### src/rtl/pipe_stage_reg.sv
// Elastic valid/ready pipeline stage register with an optional skid entry and synchronous flush.
// Define PIPE_STAGE_PERF_EN to add the saturating stall_cnt / bubble_cnt performance counters.
module pipe_stage_reg #(
    parameter int DATA_W     = 32,
    parameter int SKID       = 1,
    parameter int CLEAR_DATA = 1
) (
    input  logic              clk,
    input  logic              rst,
    input  logic              flush,
    input  logic              in_valid,
    output logic              in_ready,
    input  logic [DATA_W-1:0] in_data,
    output logic              out_valid,
    input  logic              out_ready,
    output logic [DATA_W-1:0] out_data,
    output logic [1:0]        occupancy
`ifdef PIPE_STAGE_PERF_EN
    ,
    output logic [31:0]       stall_cnt,
    output logic [31:0]       bubble_cnt
`endif
);

    localparam logic [1:0] ST_EMPTY = 2'd0;
    localparam logic [1:0] ST_ONE   = 2'd1;
    localparam logic [1:0] ST_TWO   = 2'd2;

    if (DATA_W < 1 || DATA_W > 1024) begin : g_bad_width
        $error("pipe_stage_reg: DATA_W=%0d outside 1..1024", DATA_W);
    end
    if (SKID != 0 && SKID != 1) begin : g_bad_skid
        $error("pipe_stage_reg: SKID=%0d must be 0 or 1", SKID);
    end

    logic [1:0]        r_state, w_state_nxt;
    logic [DATA_W-1:0] r_main, w_main_nxt;
    logic [DATA_W-1:0] r_skid, w_skid_nxt;
    logic              w_in_ready;

    always_comb begin
        w_state_nxt = r_state;
        w_main_nxt  = r_main;
        w_skid_nxt  = r_skid;
        if (flush) begin
            w_state_nxt = ST_EMPTY;
            if (CLEAR_DATA != 0) begin
                w_main_nxt = '0;
                w_skid_nxt = '0;
            end
        end else begin
            case (r_state)
                ST_EMPTY: begin
                    if (in_valid) begin
                        w_state_nxt = ST_ONE;
                        w_main_nxt  = in_data;
                    end
                end
                ST_ONE: begin
                    if (out_ready) begin
                        if (in_valid) w_main_nxt = in_data;
                        else          w_state_nxt = ST_EMPTY;
                    end else if (in_valid && SKID != 0) begin
                        // consumer stalled: park the beat in the skid entry
                        w_state_nxt = ST_TWO;
                        w_skid_nxt  = in_data;
                    end
                end
                ST_TWO: begin
                    if (out_ready) begin
                        w_state_nxt = ST_ONE;
                        w_main_nxt  = r_skid;
                    end
                end
                default: w_state_nxt = ST_EMPTY;
            endcase
        end
    end

    always_ff @(posedge clk or posedge rst) begin
        if (rst) begin
            r_state <= ST_EMPTY;
            r_main  <= '0;
            r_skid  <= '0;
        end else begin
            r_state <= w_state_nxt;
            r_main  <= w_main_nxt;
            r_skid  <= w_skid_nxt;
        end
    end

    if (SKID != 0) begin : g_skid_ready
        // registered ready cuts the combinational stall path back to the producer
        logic r_in_ready;
        always_ff @(posedge clk or posedge rst) begin
            if (rst) r_in_ready <= 1'b1;
            else     r_in_ready <= (w_state_nxt != ST_TWO);
        end
        assign w_in_ready = r_in_ready;
    end else begin : g_comb_ready
        assign w_in_ready = (r_state == ST_EMPTY) | out_ready;
    end

    assign in_ready  = w_in_ready;
    assign out_valid = (r_state != ST_EMPTY);
    assign out_data  = r_main;
    assign occupancy = r_state;

`ifdef PIPE_STAGE_PERF_EN
    logic [31:0] r_stall_cnt, r_bubble_cnt;

    always_ff @(posedge clk or posedge rst) begin
        if (rst) begin
            r_stall_cnt  <= '0;
            r_bubble_cnt <= '0;
        end else begin
            if (out_valid && !out_ready && r_stall_cnt != 32'hFFFF_FFFF)
                r_stall_cnt <= r_stall_cnt + 32'd1;
            if (!out_valid && r_bubble_cnt != 32'hFFFF_FFFF)
                r_bubble_cnt <= r_bubble_cnt + 32'd1;
        end
    end

    assign stall_cnt  = r_stall_cnt;
    assign bubble_cnt = r_bubble_cnt;
`endif

endmodule

### config.mk
export PLATFORM = sky130hd
export DESIGN_NAME = pipe_stage_reg
export DESIGN_NICKNAME = d
export VERILOG_FILES = /design/src/rtl/pipe_stage_reg.sv
export SDC_FILE = /design/constraint.sdc
export NUM_CORES = 1
export LEC_CHECK = 0
export CAP_MARGIN = 10
export CORE_MARGIN = 2
export CORE_UTILIZATION = 45
export DETAILED_ROUTE_END_ITERATION = 8
export HOLD_SLACK_MARGIN = 0.15
export PLACE_DENSITY = 0.73
export SKIP_LAST_GASP = 1
export SYNTH_ARGS = -nofsm -noshare
export SYNTH_HDL_FRONTEND = slang
export SYNTH_SLANG_ARGS = --single-unit
### constraint.sdc
create_clock -name clk -period 1.9 [get_ports clk]
set_clock_uncertainty 0.1 [all_clocks]
set_input_delay 0.19 -clock clk [delete_from_list [all_inputs] [get_ports clk]]
set_output_delay 0.19 -clock clk [all_outputs]
set_load 0.01 [all_outputs]
==> flow_summary.ini, run 1 <==
[status]
outcome = finished clean

[global_route]
grt_pass1_vias = 2406
grt_start_max_net_pins = 42
grt_usage_pct = 20.7
grt.overflow.total = 0
antenna_found_initial = 0
grt_pass1_wl_um = 11800

[floorplan]
rows = 29
die_area_mm2 = 0.00743
core-area_mm2 = 0.00646
start_util_pct = 47.1
die_w_um = 86.2
dieHeight_um = 86.2
io_pins = 73

[logic_synthesis]
avgSynthCellArea_um2 = 11.3
async_reset_ff_share_pct = 100
synth-simple-area-share_pct = 13.9
muxShareOfSynthArea_pct = 0
yosys.area.top_type = dfrtp_1
synthAdderAreaFrac_pct = 0
synthTopCellsByArea = dfrtp_1 54%, a311oi_2 14%, a22o_1 9.2%, nand2_1 7.9%, nor2_1 4.3%
synthCells = 268
ys_types = 23
synth_edf_count = 0
synthXorXnorAreaFrac_pct = 0.288
synth_flop_cell = dfrtp_1
yosysWarnings = 0
synth.most_common_cell = dfrtp_1
netlist.area_leader.share_pct = 54.3
synth_area_mm2 = 0.00304
synth_top_family_by_area = compound AO/OA/AOI/OAI gates
ys_ff_latch = 67
seq_area_frac_synth_pct = 55.2
syn_nets = 305
synth_common_cells = 66 x dfrtp_1, 64 x nand2_1, 35 x nor2_1
synth_compound_gate_area_share_pct = 25.7

[timing]
rsz0062_at_grt = false
min_period_ns = 1.83
max-slew-margin-rel_pct = 64.5
tightestPinTransition_ns = 0.533
fin_setup_tns_ns = 0
setup-violations-final = 0
hold_violations = 0
report.final.slew_viol_count = 0
max_freq_ghz = 0.545
fin_crit_sh_pct = 96.6

[final_layout]
drive_gt1_share_pct = 19.4
synthToLayoutAreaGrowth_pct = 34.6
nFillCells = 541
nets = 378
final_util_pct = 63.4
antenna_cells = 0

[critical_path]
critPathLaunchType = flip-flop
r2r-start = occupancy[0]$_DFF_PP0_
path_max_fanout = 7
regToRegSetupSlack_ns = 0.24
critical_path_required_ns = 1.61
reg2reg_depth = 5
path_class = reg2out
r2r-end = out_data[21]$_DFFE_PP0P_
arrival_ns = 1.54
critPathCaptureType = output pin

[clock_network]
cts-buffers-inserted = 9
clkTransAtPathRegs_ns = 0.07
htree_num_levels = 3
cts_max_path_buffers = 2
root_buffer = clkbuf_8
post_cts_buffers = 0
insertion_delay_ns = 0.34
cts.sinks = 67
tritoncts = built

[routing]
drc = 0
wire_per_inst_um = 16.8
dr.pass1.iters = 4
ant_nets = 0
dr_total_vias = 2377
wl_um = 7100
first_iter_violations = 218
detail_route.vias_per_cell = 5.62

[place]
port_buffers = 72
gp_congestion = 0.773
hpwl_um = 4500

[hold_path]
min_path_cells = 3
hp-class = in2reg
min_delay_worst_endpoint = out_data[0]$_DFFE_PP0P_
hp-start = in_data[0]

[power_and_ir_drop]
vdd.ir_drop.worst_mv = 0.394
p_leak_nw = 1.76
p_per_area_mw_per_mm2 = 816

[job]
drv_cap = 0
==> registers in the layout, summed over array words and instances, names as in the netlist <==
signal and flops:
out_data 32, in_ready 1, r_skid 32, occupancy 2
==> cell usage in the layout, fill, tap and decap left out <==
cell type,instances
nor2b_4,1
clkdlybuf4s50_1,71
dfstp_2,1
nor2_2,1
dlygate4sd3_1,2
a311oi_1,4
o2bb2ai_4,1
buf_12,4
buf_2,1
nand2b_1,3
a22o_1,32
buf_4,8
dfrtp_1,64
a311oi_2,28
a2bb2oi_1,1
nand3b_1,1
nand2_1,64
dfrtp_2,2
clkinv_4,2
nor2_1,34
clkinvlp_4,2
a211o_1,1
or2_2,1
nor2b_2,1
clkbuf_8,10
bufinv_16,1
clkinv_2,2
xnor2_1,1
nor3_2,1
inv_1,1
==> timing repair <==
action	CTS	global route
hold endpoints to repair	17	0
setup endpoints to repair	0	1
hold buffers	2	0
resized for setup	0	2
==> worst max-delay path, stage by stage (launching register included) <==
cell,delay (ns)
dfrtp_2,0.46
or2_2,0.28
clkdlybuf4s50_1,0.48
==> kinds of logic (layout without fill, tap and decap cells) <==
family,Yosys count,after routing
AOI/OAI and AO/OA,67,67
xor gates and xnor gates,1,1
buffers and inverters,26,104
DFF,67,67
and+or+nand+nor,107,107
==> routing by layer <==
metal  vias up  part of all wire (%)  global-route usage, %
li1       1106                     -                      -
met1      1192                    48                   28.4
met2        75                    46                   32.3
met3         4                   5.3                   6.76
met4         0                  0.62                   4.69
met5         -                     0                      0
==> power by group <==
part | switching (mW) | internal [mW]
clock network | 0.559 | 0.641
registers | 0.0506 | 1.50
logic | 0.282 | 0.303
==> how the worst max path moves through the flow <==
| stage | start | endpoint | slack [ns] | depth (start not counted) |
|---|---|---|---|---|
| floorplan | occupancy[1]$_DFF_PP0_ | out_data[23]$_DFFE_PP0P_ | 0.37 | 4 |
| global placement | in_valid | out_data[29]$_DFFE_PP0P_ | 0.13 | 6 |
| detailed placement | in_valid | out_data[0]$_DFFE_PP0P_ | 0.06 | 6 |
| CTS | occupancy[0]$_DFF_PP0_ | out_valid | 0.02 | 2 |
| global route | occupancy[0]$_DFF_PP0_ | out_valid | 0.0003 | 2 |
| finish | occupancy[0]$_DFF_PP0_ | out_valid | 0.07 | 2 |
==> cell type report <==
| cell class | count | area, um^2 | area share, % |
|---|---|---|---|
| flip-flops and latches | 67 | 1680 | 41.0 |
| multi-input cells | 175 | 1230 | 30.0 |
| repair buffers | 86 | 876 | 21.4 |
| clock buffers | 10 | 138 | 3.36 |
| well taps | 77 | 96.3 | 2.35 |
| clock inverters | 6 | 65.1 | 1.59 |
| inverters | 2 | 11.3 | 0.275 |
==> per-stage QoR <==
stage	hold slack (ns)	instances	total power [mW]	worst slack [ns]	instance area, um^2
floorplan	0.211	268	1.88	0.371	3050
global placement	0.361	405	2.15	0.129	3870
detailed placement	0.365	405	2.17	0.0598	3870
CTS	0.357	423	3.37	0.0209	4090
global route	0.356	423	3.49	0.000281	4100
finish	0.369	423	3.34	0.0651	4100
(Power assumes the default switching activity.)
==> run 2: changes to the inputs <==
PLACE_DENSITY = 0.77   (was 0.73)
==> flow_summary.ini, run 2 (same netlist as run 1, synthesis figures left out) <==
[timing]
min_period_ns = 1.72
report.final.slew_viol_count = 0
fin_crit_sh_pct = 90.8
fin_setup_tns_ns = 0
max_freq_ghz = 0.580
hold_violations = 0
tightestPinTransition_ns = 0.495
setup-violations-final = 0
max-slew-margin-rel_pct = 67.0
rsz0062_at_grt = false

[final_layout]
final_util_pct = 63.9
drive_gt1_share_pct = 19.4
nets = 382
layout.cells.non_filler = 427
multi_input_area_mm2 = 0.00123
nFillCells = 515
seqCellArea_mm2 = 0.00168
layout_common_cells = 70 x clkdlybuf4s50_1, 66 x dfrtp_1, 64 x nand2_1, 34 x nor2_1, 32 x a22o_1
final_area_mm2 = 0.00413
antenna_cells = 0
final_common_cell = clkdlybuf4s50_1
synthToLayoutAreaGrowth_pct = 35.6

[routing]
first_iter_violations = 138
wire_per_inst_um = 17.0
wl_um = 7240
drc = 0
dr_total_vias = 2374
ant_nets = 0
detail_route.vias_per_cell = 5.56
dr.pass1.iters = 4

[floorplan]
core-area_mm2 = 0.00646
die_w_um = 86.2
start_util_pct = 47.1
dieHeight_um = 86.2
io_pins = 73
rows = 29
die_area_mm2 = 0.00743

[clock_network]
htree_num_levels = 3
cts_max_path_buffers = 2
root_buffer = clkbuf_8
cts-buffers-inserted = 9
insertion_delay_ns = 0.34
tritoncts = built
clkTransAtPathRegs_ns = 0.07
cts.sinks = 67

[place]
port_buffers = 72
dpl.cell_count = 409
hpwl_um = 4670
gp_congestion = 0.754
place_area_mm2 = 0.00391

[global_route]
grt_pass1_vias = 2452
grt_start_max_net_pins = 41
grt.overflow.total = 0
grt_pass1_wl_um = 12000
grt_usage_pct = 21.0
antenna_found_initial = 0

[hold_path]
hp-class = in2reg

[critical_path]
cp_slowest_cell = dfrtp_1
arrival_ns = 1.86
critical_path_required_ns = 2.04
regToRegSetupSlack_ns = 0.18
critPathLaunchType = flip-flop
worstPathCellList = nor2b_2, o2bb2ai_4, buf_12, nor2_1, a311oi_2
path_class = reg2reg
path_max_fanout = 40
cpPeakStageDelay_ns = 0.46
critPathCaptureType = flip-flop

[job]
drv_cap = 0

[power_and_ir_drop]
p_per_area_mw_per_mm2 = 804
p_leak_nw = 1.79
vdd.ir_drop.worst_mv = 0.380

[status]
outcome = finished clean
==> run 2: cell types whose count changed in the layout (fill, tap and decap cells not counted), sizes merged <==
cell,change
dlygate4sd2,+1
clkdlybuf4s50,-1
clkinv,-1
buf,+4
clkbuf,+1
==> run 2: metrics by stage <==
stage / setup WS (ns) / power [mW] / hold slack [ns]
detailed placement: 0.0308 / 2.18 / 0.391
floorplan: 0.371 / 1.88 / 0.211
CTS: 0.166 / 3.35 / 0.349
finish: 0.175 / 3.32 / 0.363
global route: 0.0610 / 3.49 / 0.364
global placement: 0.0876 / 2.16 / 0.387
==> run 2: metal layers <==
| metal | GRT usage (%) | vias up | share of wire (%) |
|---|---|---|---|
| met1 | 28.8 | 1171 | 46 |
| met3 | 6.29 | 6 | 5.7 |
| met2 | 32.6 | 86 | 48 |
| met5 | 0 | - | 0 |
| li1 | - | 1111 | - |
| met4 | 6.39 | 0 | 1.1 |
==> run 2: area by class of cell <==
cell class	instances	share of cell area, %
clock inverters	5	1.27
repair buffers	90	22.2
inverters	2	0.273
flip-flops and latches	67	40.7
well taps	77	2.34
multi-input cells	175	29.8
clock buffers	11	3.43
==> run 2: repair_timing <==
item,CTS,global route
buffers inserted,0,0
endpoints found under the setup margin,1,0
hold buffers,2,0
resized for setup,1,0
hold endpoints to repair,18,0
==> run 2: worst paths after layout <==
| check | from | end | depth (start not counted) |
|---|---|---|---|
| max | occupancy[0]$_DFF_PP0_ | out_data[24]$_DFFE_PP0P_ | 5 |
| min | in_data[2] | out_data[2]$_DFFE_PP0P_ | 3 |
| max reg2reg | occupancy[0]$_DFF_PP0_ | out_data[24]$_DFFE_PP0P_ | 5 |
| min reg2reg | r_skid[6]$_DFFE_PP0P_ | r_skid[6]$_DFFE_PP0P_ | 1 |
| max in group asynchronous | rst | in_ready$_DFF_PP1_ | 4 |
| min in group asynchronous | rst | out_data[19]$_DFFE_PP0P_ | 3 |
==> run 2: power breakdown <==
| part | leakage, nW | switching, mW | internal [mW] |
|---|---|---|---|
| Clock | 0.0991 | 0.536 | 0.636 |
| Sequential | 0.899 | 0.0505 | 1.50 |
| Combinational | 0.791 | 0.283 | 0.309 |
==> run 2: critical path, delay by kind of cell (launching register included) <==
family / cells / cell delay [ns]
compound gates: 2 / 0.48
buf+inv: 1 / 0.26
flops: 1 / 0.46
simple gates: 2 / 0.31
